File: config.mk
export PLATFORM = sky130hd
export DESIGN_NAME = xalu_core
export DESIGN_NICKNAME = d
export VERILOG_FILES = /design/src/rtl/xalu_core.sv
export SDC_FILE = /design/constraint.sdc
export NUM_CORES = 1
export LEC_CHECK = 0
export BUFFER_PORTS_ARGS = -buffer_cell sky130_fd_sc_hd__buf_2
export CAP_MARGIN = 15
export CORE_UTILIZATION = 50
export DETAILED_ROUTE_END_ITERATION = 10
export GPL_TIMING_DRIVEN = 0
export PLACE_DENSITY = 0.71
export SLEW_MARGIN = 20
export SYNTH_ARGS = -nofsm -noshare
export SYNTH_HDL_FRONTEND = slang
export SYNTH_SLANG_ARGS = --single-unit
File: constraint.sdc
create_clock -name clk -period 5.47 [get_ports clk]
set_input_delay 0.547 -clock clk [delete_from_list [all_inputs] [get_ports clk]]
set_output_delay 0.547 -clock clk [all_outputs]
set_load 0.005 [all_outputs]
File: src/rtl/xalu_core.sv
// xalu_core: registered WIDTH-bit ALU with start/busy/done handshake, bit-serial
// rotate and, when XALU_MUL_EN is defined, a shift-add multiplier (opcode 11).
module xalu_core #(
  parameter int WIDTH = 8
) (
  input  logic             clk,
  input  logic             rst_n,
  input  logic             ena,
  input  logic             start,
  input  logic [3:0]       op,
  input  logic [WIDTH-1:0] a,
  input  logic [WIDTH-1:0] b,
  input  logic             ci,
  input  logic             com,
  output logic             busy,
  output logic             done,
  output logic [WIDTH-1:0] y,
  output logic [WIDTH-1:0] y_hi,
  output logic             co,
  output logic             zero,
  output logic             neg_zero,
  output logic             equ,
  output logic             err
);
  localparam int CW = $clog2(WIDTH + 1);
  localparam logic [3:0] OP_ADD = 4'd0, OP_AND = 4'd1, OP_OR  = 4'd2, OP_XOR = 4'd3,
                         OP_PSA = 4'd4, OP_PSB = 4'd5, OP_SHR = 4'd6, OP_SHL = 4'd7,
                         OP_SUB = 4'd8, OP_ROR = 4'd9, OP_ROL = 4'd10, OP_MUL = 4'd11;

  typedef enum logic {IDLE, RUN} state_t;
  state_t state, state_nx;

  logic [CW-1:0]      cnt, amt;
  logic [3:0]         op_q;
  logic               com_q, equ_q;
  logic [2*WIDTH-1:0] wrk, wrk_nx;
  logic               step_co, is_rot, is_mul, legal;
  logic [WIDTH-1:0]   sc_y, fin_y, fin_hi;
  logic               sc_co, load, fin, fin_ill, fin_co, fin_equ, fin_com;

  assign amt    = CW'(b % WIDTH);
  assign is_rot = (op == OP_ROR) || (op == OP_ROL);
  assign busy   = (state == RUN);

`ifdef XALU_MUL_EN
  logic [WIDTH-1:0] mcand;
  logic [WIDTH:0]   psum;
  assign is_mul = (op == OP_MUL);
`else
  assign is_mul = 1'b0;
  assign y_hi   = '0;
`endif

  // single-cycle datapath, also covers rotate by zero
  always_comb begin
    sc_y  = a;
    sc_co = 1'b0;
    legal = 1'b1;
    case (op)
      OP_ADD:         {sc_co, sc_y} = {1'b0, a} + {1'b0, b} + {{WIDTH{1'b0}}, ci};
      OP_AND:         sc_y = a & b;
      OP_OR:          sc_y = a | b;
      OP_XOR:         sc_y = a ^ b;
      OP_PSA:         sc_y = a;
      OP_PSB:         sc_y = b;
      OP_SHR:         begin sc_y = {ci, a[WIDTH-1:1]}; sc_co = a[0]; end
      OP_SHL:         begin sc_y = {a[WIDTH-2:0], ci}; sc_co = a[WIDTH-1]; end
      OP_SUB:         {sc_co, sc_y} = {1'b0, a} + {1'b0, ~b} + {{WIDTH{1'b0}}, 1'b1};
      OP_ROR, OP_ROL: sc_y = a;
      OP_MUL:         legal = is_mul;
      default:        legal = 1'b0;
    endcase
  end

  // one iterative step; rotates live in the low half of wrk, MUL uses all of it
  always_comb begin
    wrk_nx  = wrk;
    step_co = 1'b0;
`ifdef XALU_MUL_EN
    psum = {1'b0, wrk[2*WIDTH-1:WIDTH]} + (wrk[0] ? {1'b0, mcand} : '0);
`endif
    case (op_q)
      OP_ROR: begin wrk_nx[WIDTH-1:0] = {wrk[0], wrk[WIDTH-1:1]}; step_co = wrk[0]; end
      OP_ROL: begin wrk_nx[WIDTH-1:0] = {wrk[WIDTH-2:0], wrk[WIDTH-1]}; step_co = wrk[WIDTH-1]; end
`ifdef XALU_MUL_EN
      OP_MUL: wrk_nx = {psum, wrk[WIDTH-1:1]};
`endif
      default: ;
    endcase
  end

  always_comb begin
    state_nx = state;
    load     = 1'b0;
    fin      = 1'b0;
    fin_ill  = 1'b0;
    fin_y    = sc_y;
    fin_hi   = '0;
    fin_co   = sc_co;
    fin_equ  = (a == b);
    fin_com  = com;
    case (state)
      IDLE: if (start) begin
        if (!legal) begin
          fin     = 1'b1;
          fin_ill = 1'b1;
        end else if (is_mul || (is_rot && amt != '0)) begin
          load     = 1'b1;
          state_nx = RUN;
        end else begin
          fin = 1'b1;
        end
      end
      RUN: if (cnt == CW'(1)) begin
        state_nx = IDLE;
        fin      = 1'b1;
        fin_y    = wrk_nx[WIDTH-1:0];
        fin_co   = step_co;
        fin_equ  = equ_q;
        fin_com  = com_q;
`ifdef XALU_MUL_EN
        if (op_q == OP_MUL) fin_hi = com_q ? ~wrk_nx[2*WIDTH-1:WIDTH] : wrk_nx[2*WIDTH-1:WIDTH];
`endif
      end
      default: state_nx = IDLE;
    endcase
    if (fin_com) fin_y = ~fin_y;
  end

  always_ff @(posedge clk or negedge rst_n) begin
    if (!rst_n) begin
      state    <= IDLE;
      cnt      <= '0;
      op_q     <= '0;
      com_q    <= 1'b0;
      equ_q    <= 1'b0;
      wrk      <= '0;
      done     <= 1'b0;
      y        <= '0;
      co       <= 1'b0;
      zero     <= 1'b0;
      neg_zero <= 1'b0;
      equ      <= 1'b0;
      err      <= 1'b0;
    end else if (ena) begin
      state <= state_nx;
      done  <= fin;
      if (load) begin
        op_q  <= op;
        com_q <= com;
        equ_q <= (a == b);
        wrk   <= {{WIDTH{1'b0}}, a};
        cnt   <= is_mul ? CW'(WIDTH) : amt;
      end else if (state == RUN) begin
        wrk <= wrk_nx;
        cnt <= cnt - 1'b1;
      end
      // illegal ops report err but leave the previous result visible
      if (fin) begin
        err <= fin_ill;
        if (!fin_ill) begin
          y        <= fin_y;
          co       <= fin_co;
          zero     <= ~|{fin_hi, fin_y};
          neg_zero <= &{fin_hi, fin_y};
          equ      <= fin_equ;
        end
      end
    end
  end

`ifdef XALU_MUL_EN
  always_ff @(posedge clk or negedge rst_n) begin
    if (!rst_n) begin
      mcand <= '0;
      y_hi  <= '0;
    end else if (ena) begin
      if (load) mcand <= b;
      if (fin && !fin_ill) y_hi <= fin_hi;
    end
  end
`endif

endmodule
---- After elaboration in Yosys (flattened, before gate mapping) ----
Cells that the tools add are included.
word-level totals
  bits in registers ....................... 32
  bits in latches ......................... 0
  memory bits (writable) .................. 0
  ROM bits ................................ 0
  bits of input ports ..................... 26
  output and inout bits ................... 23
  logic and storage cells ................. 82
  memories ................................ 0
cells by class
  add/subtract/negate cells ............... 5
  $mul .................................... 0
  divide/modulo/power cells ............... 0
  $lt $le $gt $ge ......................... 0
  equality and inequality tests ........... 14
  shift operators ......................... 0
  mux-type cells .......................... 32
  bitwise operators ....................... 7
  reduce and logical (&&, ||, !) cells .... 12
operators with widths
  cell                 count
  $pmux 8 s8           1
  $mux 8               5
  $eq 4x4->1 const B   5
  $mux 1               19
  $add 8x8->9          2
  $eq 4x3->1 const B   4
  $not 8->8            2
  $pmux 8 s2           1
  $reduce_or 11->1     1
  $add 9x1->9          1
  $add 9x1->9 const B  1
  $and 8x8->8          1
  $eq 4x1->1 const B   2
  $eq 4x2->1 const B   2
  $eq 8x8->1           1
  $mux 4               2
  $or 8x8->8           1
  $reduce_or 8->1      1
  $xor 8x8->8          1
  $pmux 1 s2           3
  $reduce_and 2->1     3
  $logic_not 4->1      1
  $pmux 1 s4           1
  $reduce_bool 4->1    1
  other kinds (7)      8

---- Depth between registers and ports, before layout ----
Gate-level depths: netlist (run 1).
  depth in word-level cells ............... 10
  mapped depth ............................ 12
  mapped depth without buffers ............ 12

---- Least setup slack after synthesis (run 1) ----
No wires, ideal clock.
  path type ............................... input to register
  from .................................... input a[0]
  to ...................................... register zero
  arrival ................................. 2.705 ns
  required time ........................... 5.378 ns
  setup slack ............................. 2.673 ns
  stages .................................. 11
  buffers on the path ..................... 0
  path through ............................ inv_1 > ha_1 > inv_1 > fa_1 > a211oi_1 > o31ai_1 > and2_1 > o31ai_1 > mux2i_1 > a311o_1 > o31ai_2
on the way
  cells in the longest elaborated chain, start to end .. 9
ends and longest elaborated chain
  item                            RTL line  source
  start, declared                 11        input logic [WIDTH-1:0] a,
  $add 8x8->9 (on tied branches)  68, 60
  $add 9x1->9 (on tied branches)  68, 60
  $pmux 8 s8 *                    59        case (op)
  $mux 8                          114       RUN: if (cnt == CW'(1)) begin
  $mux 8 *                        102       case (state)
  $not 8->8                       127       if (fin_com) fin_y = ~fin_y;
  $mux 8 *                        127
  $reduce_or 8->1 *               164       zero <= ~|{fin_hi, fin_y};
  $logic_not 1->1 *               164
  end signal, assigned            164
  end, declared                   20        output logic zero,
Every way passes the cells marked *; elsewhere a longest branch is shown, timed or not.
A chain may end at the register's enable or synchronous reset.

---- Final worst setup path (run 1) ----
Same ends and word-level chain as after synthesis.

==> results.yml, run 1 <==
route:
  viasPerCell: 6.07
  dr.pass1.iters: 7
  num_vias: 3730
  drt-total-wl_um: 11100
  wl_per_cell_um: 18.0
  drtIter0Drc: 327
  drc: 0
  ant_nets: 0
sta:
  rsz0062_at_grt: "no"
  period_needed_ps: 3270
  max_freq_mhz: 306
  drv_slew: 0
  holdWs_ps: 310
  clock-skew-final_ps: 8.12
  tightestPinTransition_ps: 993
  fin_crit_sh: 0.597
  tns_ps: 0
  slew_headroom: 0.332
  final_hold_viol_count: 0
  setup-violations-final: 0
clocking:
  tritoncts: "built"
  post_cts_buffers: 0
  holdBufCountCts: 0
  clk_latency_ps: 280
  cts_buffer_depth: 2
  clkSlewWorstSetupHoldPaths_ps: 70
  clock-root-buffer: "clkbuf_8"
  cts_resized: 0
  clkSinkCount: 32
  cts_buffers: 5
  htree_num_levels: 2
yosys:
  ys_warn_count: 0
  synth_adder_area_share: 0.110
  syn_avg_cell_area_um2: 7.84
  syn_inst: 463
  synthFlopType: "dfrtp_1"
  synth_top_family_by_area: "compound AO/OA/AOI/OAI gates"
  synth_xor_area_frac: 0.0241
  async_reset_ff_frac: 1.00
  synthSimpleGateAreaFrac: 0.221
  muxShareOfSynthArea: 0.0486
  synth_compound_area_frac: 0.292
  ys_seq_area_frac: 0.221
  yosysUniqueCellTypes: 72
  synth_area_um2: 3630
  ys_seq_elements: 32
  synth_edf_count: 0
final_layout:
  syn2layout_area_growth_pct: 12.6
  post-route-util: 0.592
  layout-drive-gt1-share: 0.170
  diodes: 0
  fin_nets: 573
placement:
  io_buffers: 39
  gp_congestion: 0.976
  place_hpwl_um: 8550
power:
  p_seq_frac: 0.336
  combPwrFrac: 0.473
  swShare: 0.407
  p_leak_nw: 1.86
  powerDensity_nw_per_um2: 285
  power_w: 0.00117
  p_int_w: 0.000691
  power_switching_w: 0.000474
  vdd_drop_max_v: 0.000107
  p_clk_frac: 0.192
run:
  drv_cap: 0
setup_path:
  path_class: "in -> reg"
  worstSetupStartpointType: "primary input"
  r2r_cells: 10
  cp.required_ps: 5670
  endpoint: "zero"
  r2r_slack_ps: 2520
  r2r_end: "zero"
  crit_start: "a[0]"
  r2r-start: "cnt[1]"
  path_max_fanout: 6
  endpoint_kind: "flip-flop"
  arrival_ps: 3460
floorplan:
  core_um2: 6910
  start_util: 0.526
  row_count: 30
  dieArea_um2: 7610
  die_h_um: 87.2
  io-pin-count: 49
  die_w_um: 87.2
global_route:
  grt_pass1_vias: 3378
  antenna_found_initial: 0
  grt_max_degree: 33
  grt_overflow: 0
  grtUsageTotal: 0.307
  grt_pass1_wl_um: 17700
worst_hold_path:
  hp-class: "in -> async"
run_status:
  outcome: "finished, final reports clean"
critical path, stage by stage:
cell	delay (ps)
buf_2	150
inv_1	120
ha_1	230
inv_1	70
fa_1	420
a211oi_1	530
o31ai_1	180
and2_1	200
o31ai_1	310
mux2i_1	160
a311o_1	380
o31ai_2	170
area by class of cell:
class	instances	area (µm²)
Inverter	27	101
Tap cell	96	120
Buffer	40	201
Multi-Input combinational cell	372	2560
Clock inverter	3	42.5
Fill cell	699	2820
Sequential cell	32	801
Clock buffer	5	68.8
Timing Repair Buffer	39	195
layout by cell type (no fill, tap or decap), drive strengths merged, types with 4 or more instances in the layout:
cell     n
mux2i   12
mux2     5
nand2   42
a211o    6
o21ai   38
nor3b    5
nand4    4
o22ai    6
ha      27
and2     4
a21o     5
nor3     9
buf     64
nor2    31
conb     9
inv     27
o31ai    5
a22o     6
a22oi    9
nor2b   10
nand2b  10
dfrtp   32
a21oi   42
a31oi    6
clkbuf  20
nor4     4
nand3b   6
xnor2    9
or3      4
routing by layer:
| layer | track usage | vias to the layer above | share of wire |
|---|---|---|---|
| li1 | - | 1770 | - |
| met1 | 0.428 | 1751 | 0.43 |
| met2 | 0.482 | 191 | 0.46 |
| met3 | 0.0483 | 18 | 0.083 |
| met4 | 0.106 | 0 | 0.024 |
| met5 | 0 | - | 0 |
worst min path at each step:
stage                   end     from  cells past startpoint  slack [ps]
finish                 done    rst_n                      1         310
floorplan              busy    rst_n                      0         250
global placement    op_q[3]  op_q[3]                      1         460
detailed placement  op_q[3]  op_q[3]                      1         470
global route         cnt[1]    rst_n                      1         380
CTS                    done    rst_n                      1         320
kinds of logic after synthesis:
group,after synthesis
adders and majority gates,30
buffers and inverters,67
xor gates and xnor gates,10
AOI/OAI and AO/OA,158
DFF,32
and+or+nand+nor,148
muxes,17
other,1
power by group through the flow:
stage | Sequential [W] | Combinational (W) | Clock [W]
finish | 0.000391 | 0.000551 | 0.000223
global route | 0.000404 | 0.000618 | 0.000240
CTS | 0.000392 | 0.000544 | 0.000233
detailed placement | 0.000396 | 0.000542 | 0
global placement | 0.000391 | 0.000531 | 0
floorplan | 0.000386 | 0.000371 | 0
metrics by stage:
| stage | cell area, µm² | cells | setup WS, ps |
|---|---|---|---|
| 5_1_grt | 4090 | 614 | 2060 |
| 3_5_place_dp | 3980 | 606 | 2010 |
| 2_1_floorplan | 3660 | 471 | 2670 |
| 4_1_cts | 4090 | 614 | 2310 |
| 3_3_place_gp | 3980 | 606 | 1990 |
| 6_report | 4090 | 614 | 2200 |
cells in the mapped netlist (9+ instances only):
cell type	count	area, µm²
inv_1	27	101
mux2i_1	12	120
ha_1	27	338
a22oi_1	9	67.6
dfrtp_1	32	801
buf_4	9	67.6
xnor2_1	9	78.8
nor2_1	29	109
nand2_1	42	158
clkbuf_1	14	52.6
nor3_1	9	45.0
a21oi_1	42	210
nor2b_1	10	62.6
buf_2	13	65.1
nand2b_1	10	62.6
o21ai_0	36	180
state kept, by name, indices dropped and copies added (netlist names), 4 cells and up:
name and count:
y 8, wrk 8, op_q 4, cnt 4
Note: power is estimated with default switching activity, not from simulation.
==> inputs of run 2 (changes only) <==
Settings changed: ABC_AREA set to 1, PLACE_DENSITY 0.71 to 0.74.
Clock period 5.47 ns to 2.63 ns, I/O delays scaled along.
==> run 2 against run 1 <==
Against the previous run:
- combinational power is 120% higher
- die area shrank 2.5%
- critical path depth increased by 2
- hold slack worse by 290 ps
- setup slack worse by 1800 ps
- wire length down 12%
- final area fell by 2.8%
- highest routed layer unchanged
==> results.yml, run 2 <==
clocking:
  clkSinkCount: 32
  clk_latency_ps: 290
  post_cts_buffers: 0
  cts_buffers: 5
  cts_buffer_depth: 2
  clkSlewWorstSetupHoldPaths_ps: 70
  holdBufCountCts: 0
  tritoncts: "built"
  cts_resized: 0
  clock-root-buffer: "clkbuf_8"
  htree_num_levels: 2
setup_path:
  worst_path_max_delay_cell: "o21ai_2"
  endpoint_kind: "flip-flop"
  crit_start: "cnt[1]"
  cp.required_ps: 2860
  cp_cell_sequence: "inv_1 > ha_1 > nand3_1 > nor2_1 > inv_1 > o21ai_2 > inv_2 > nand3_1 > nand2_1 > nor2_1 > nand2_1 > nor2_1 > nand3_1 > nand2_1"
  arrival_ps: 2430
  crit_buf_inv: 3
  path_max_fanout: 9
  crit_family: "simple AND/OR/NAND/NOR gates"
  slowest_delay_ps: 390
  path_class: "reg -> reg"
  r2r-start: "cnt[1]"
  worstSetupStartpointType: "flip-flop"
placement:
  gp_congestion: 0.977
  pre_cts_slack_ps: 206
  place_hpwl_um: 7910
  io_buffers: 39
  dp.cells: 722
yosys:
  synth_area_leaders: "dfrtp_1, nand2_1, ha_1"
  ys_seq_area_frac: 0.226
  ys_seq_elements: 32
  synthSimpleGateAreaFrac: 0.382
  synthFlopType: "dfrtp_1"
  syn_inst: 579
  synth_most_common_cell: "nand2_1"
  synth_top_family_by_area: "simple AND/OR/NAND/NOR gates"
  synth_common_cells: "nand2_1, inv_1, nand3_1, nor2_1, o21ai_0"
  synth_top_cell_by_area: "dfrtp_1"
  synth_area_um2: 3540
  syn_avg_cell_area_um2: 6.11
  async_reset_ff_frac: 1.00
  yosysUniqueCellTypes: 36
  ys_warn_count: 0
  synth_adder_area_share: 0.112
  muxShareOfSynthArea: 0
  synth_xor_area_frac: 0.00248
  synth_compound_area_frac: 0.144
  synth_edf_count: 0
  yosys.area.top_type_share: 0.226
route:
  viasPerCell: 5.31
  drt-total-wl_um: 9770
  num_vias: 3873
  drtIter0Drc: 198
  wl_per_cell_um: 13.4
  dr.pass1.iters: 5
  drc: 0
  ant_nets: 0
power:
  powerDensity_nw_per_um2: 612
  vdd_drop_max_v: 0.000222
  p_int_w: 0.00137
  power_switching_w: 0.00106
  swShare: 0.438
  p_seq_frac: 0.337
  p_leak_nw: 2.18
  p_clk_frac: 0.161
  combPwrFrac: 0.503
final_layout:
  layout-drive-gt1-share: 0.134
  largestRegisters: "wrk (8), y (8)"
  syn2layout_area_growth_pct: 12.3
  multi_input_area_um2: 2300
  fin_nets: 689
  final_common_cell: "nand2_1"
  regArea_um2: 801
  nFillCells: 697
  diodes: 0
  post-route-util: 0.582
  layout_common_cells: "nand2_1, inv_1, nand3_1"
  final_cell_count_no_fill: 730
global_route:
  grt_pass1_wl_um: 16500
  grt_max_degree: 33
  grt_overflow: 0
  grtUsageTotal: 0.281
  grt_pass1_vias: 3511
  antenna_found_initial: 0
sta:
  max_freq_mhz: 455
  holdWs_ps: 19.7
  clock-skew-final_ps: 10.4
  drv_slew: 0
  setup-violations-final: 0
  fin_crit_sh: 0.835
  rsz0062_at_grt: "no"
  tns_ps: 0
  final_hold_viol_count: 0
  slew_headroom: 0.529
  period_needed_ps: 2200
  tightestPinTransition_ps: 706
  setup_slack_ps: 434
floorplan:
  start_util: 0.518
  die_h_um: 86.1
  io-pin-count: 49
  row_count: 30
  die_w_um: 86.1
  dieArea_um2: 7410
  core_um2: 6830
run_status:
  outcome: "finished, final reports clean"
worst_hold_path:
  hp-class: "in -> async"
run:
  drv_cap: 0
==> run 2: worst register-to-register path: stages (launching register included) <==
cell	delay (ps)
dfrtp_1	370
inv_1	120
ha_1	160
nand3_1	90
nor2_1	120
inv_1	110
o21ai_2	390
inv_2	160
nand3_1	140
nand2_1	60
nor2_1	110
nand2_1	50
nor2_1	100
nand3_1	90
nand2_1	70
==> run 2: power by group through the flow <==
stage          combinational, W  sequential, W  clock, W
5_1_grt                 0.00139       0.000839  0.000421
4_1_cts                 0.00121       0.000818  0.000396
2_1_floorplan          0.000839       0.000818         0
3_3_place_gp            0.00118       0.000819         0
3_5_place_dp            0.00120       0.000825         0
6_report                0.00122       0.000818  0.000390
==> run 2: cell families (layout without fill, tap and decap cells) <==
logic type	count (synthesis)	count (layout)
AOI/OAI and AO/OA	88	88
DFF	32	32
other	1	9
and+or+nand+nor	316	316
adders and majority gates	30	30
xor gates and xnor gates	1	1
buffers and inverters	111	158
==> run 2: path summary, 6_finish.rpt <==
kind / to / slack [ps] / cells after the start
hold / removal: done / 20 / 1
min in group clk: com_q / 230 / 3
max in group asynchronous: y[4] / 2150 / 1
hold reg to reg: op_q[3] / 450 / 2
setup / recovery: zero / 430 / 14
setup reg to reg: zero / 430 / 14
==> run 2: per-stage QoR <==
| stage | total power, W | area [µm²] |
|---|---|---|
| floorplan | 0.00166 | 3570 |
| global placement | 0.00200 | 3880 |
| detailed placement | 0.00203 | 3880 |
| CTS | 0.00243 | 3970 |
| global route | 0.00265 | 3970 |
| finish | 0.00243 | 3970 |
==> run 2: metal layers <==
metal | part of all wire | global-route usage
met1 | 0.44 | 0.358
met2 | 0.48 | 0.481
met3 | 0.053 | 0.0308
met4 | 0.032 | 0.123
met5 | 0 | 0
==> run 2: area by class of cell <==
cell class,instances,share of cell area
Sequential cell,32,0.202
Clock buffer,8,0.0227
Inverter,88,0.0831
Buffer,23,0.0343
Timing Repair Buffer,39,0.0491
Tap cell,96,0.0302
Multi-Input combinational cell,444,0.579
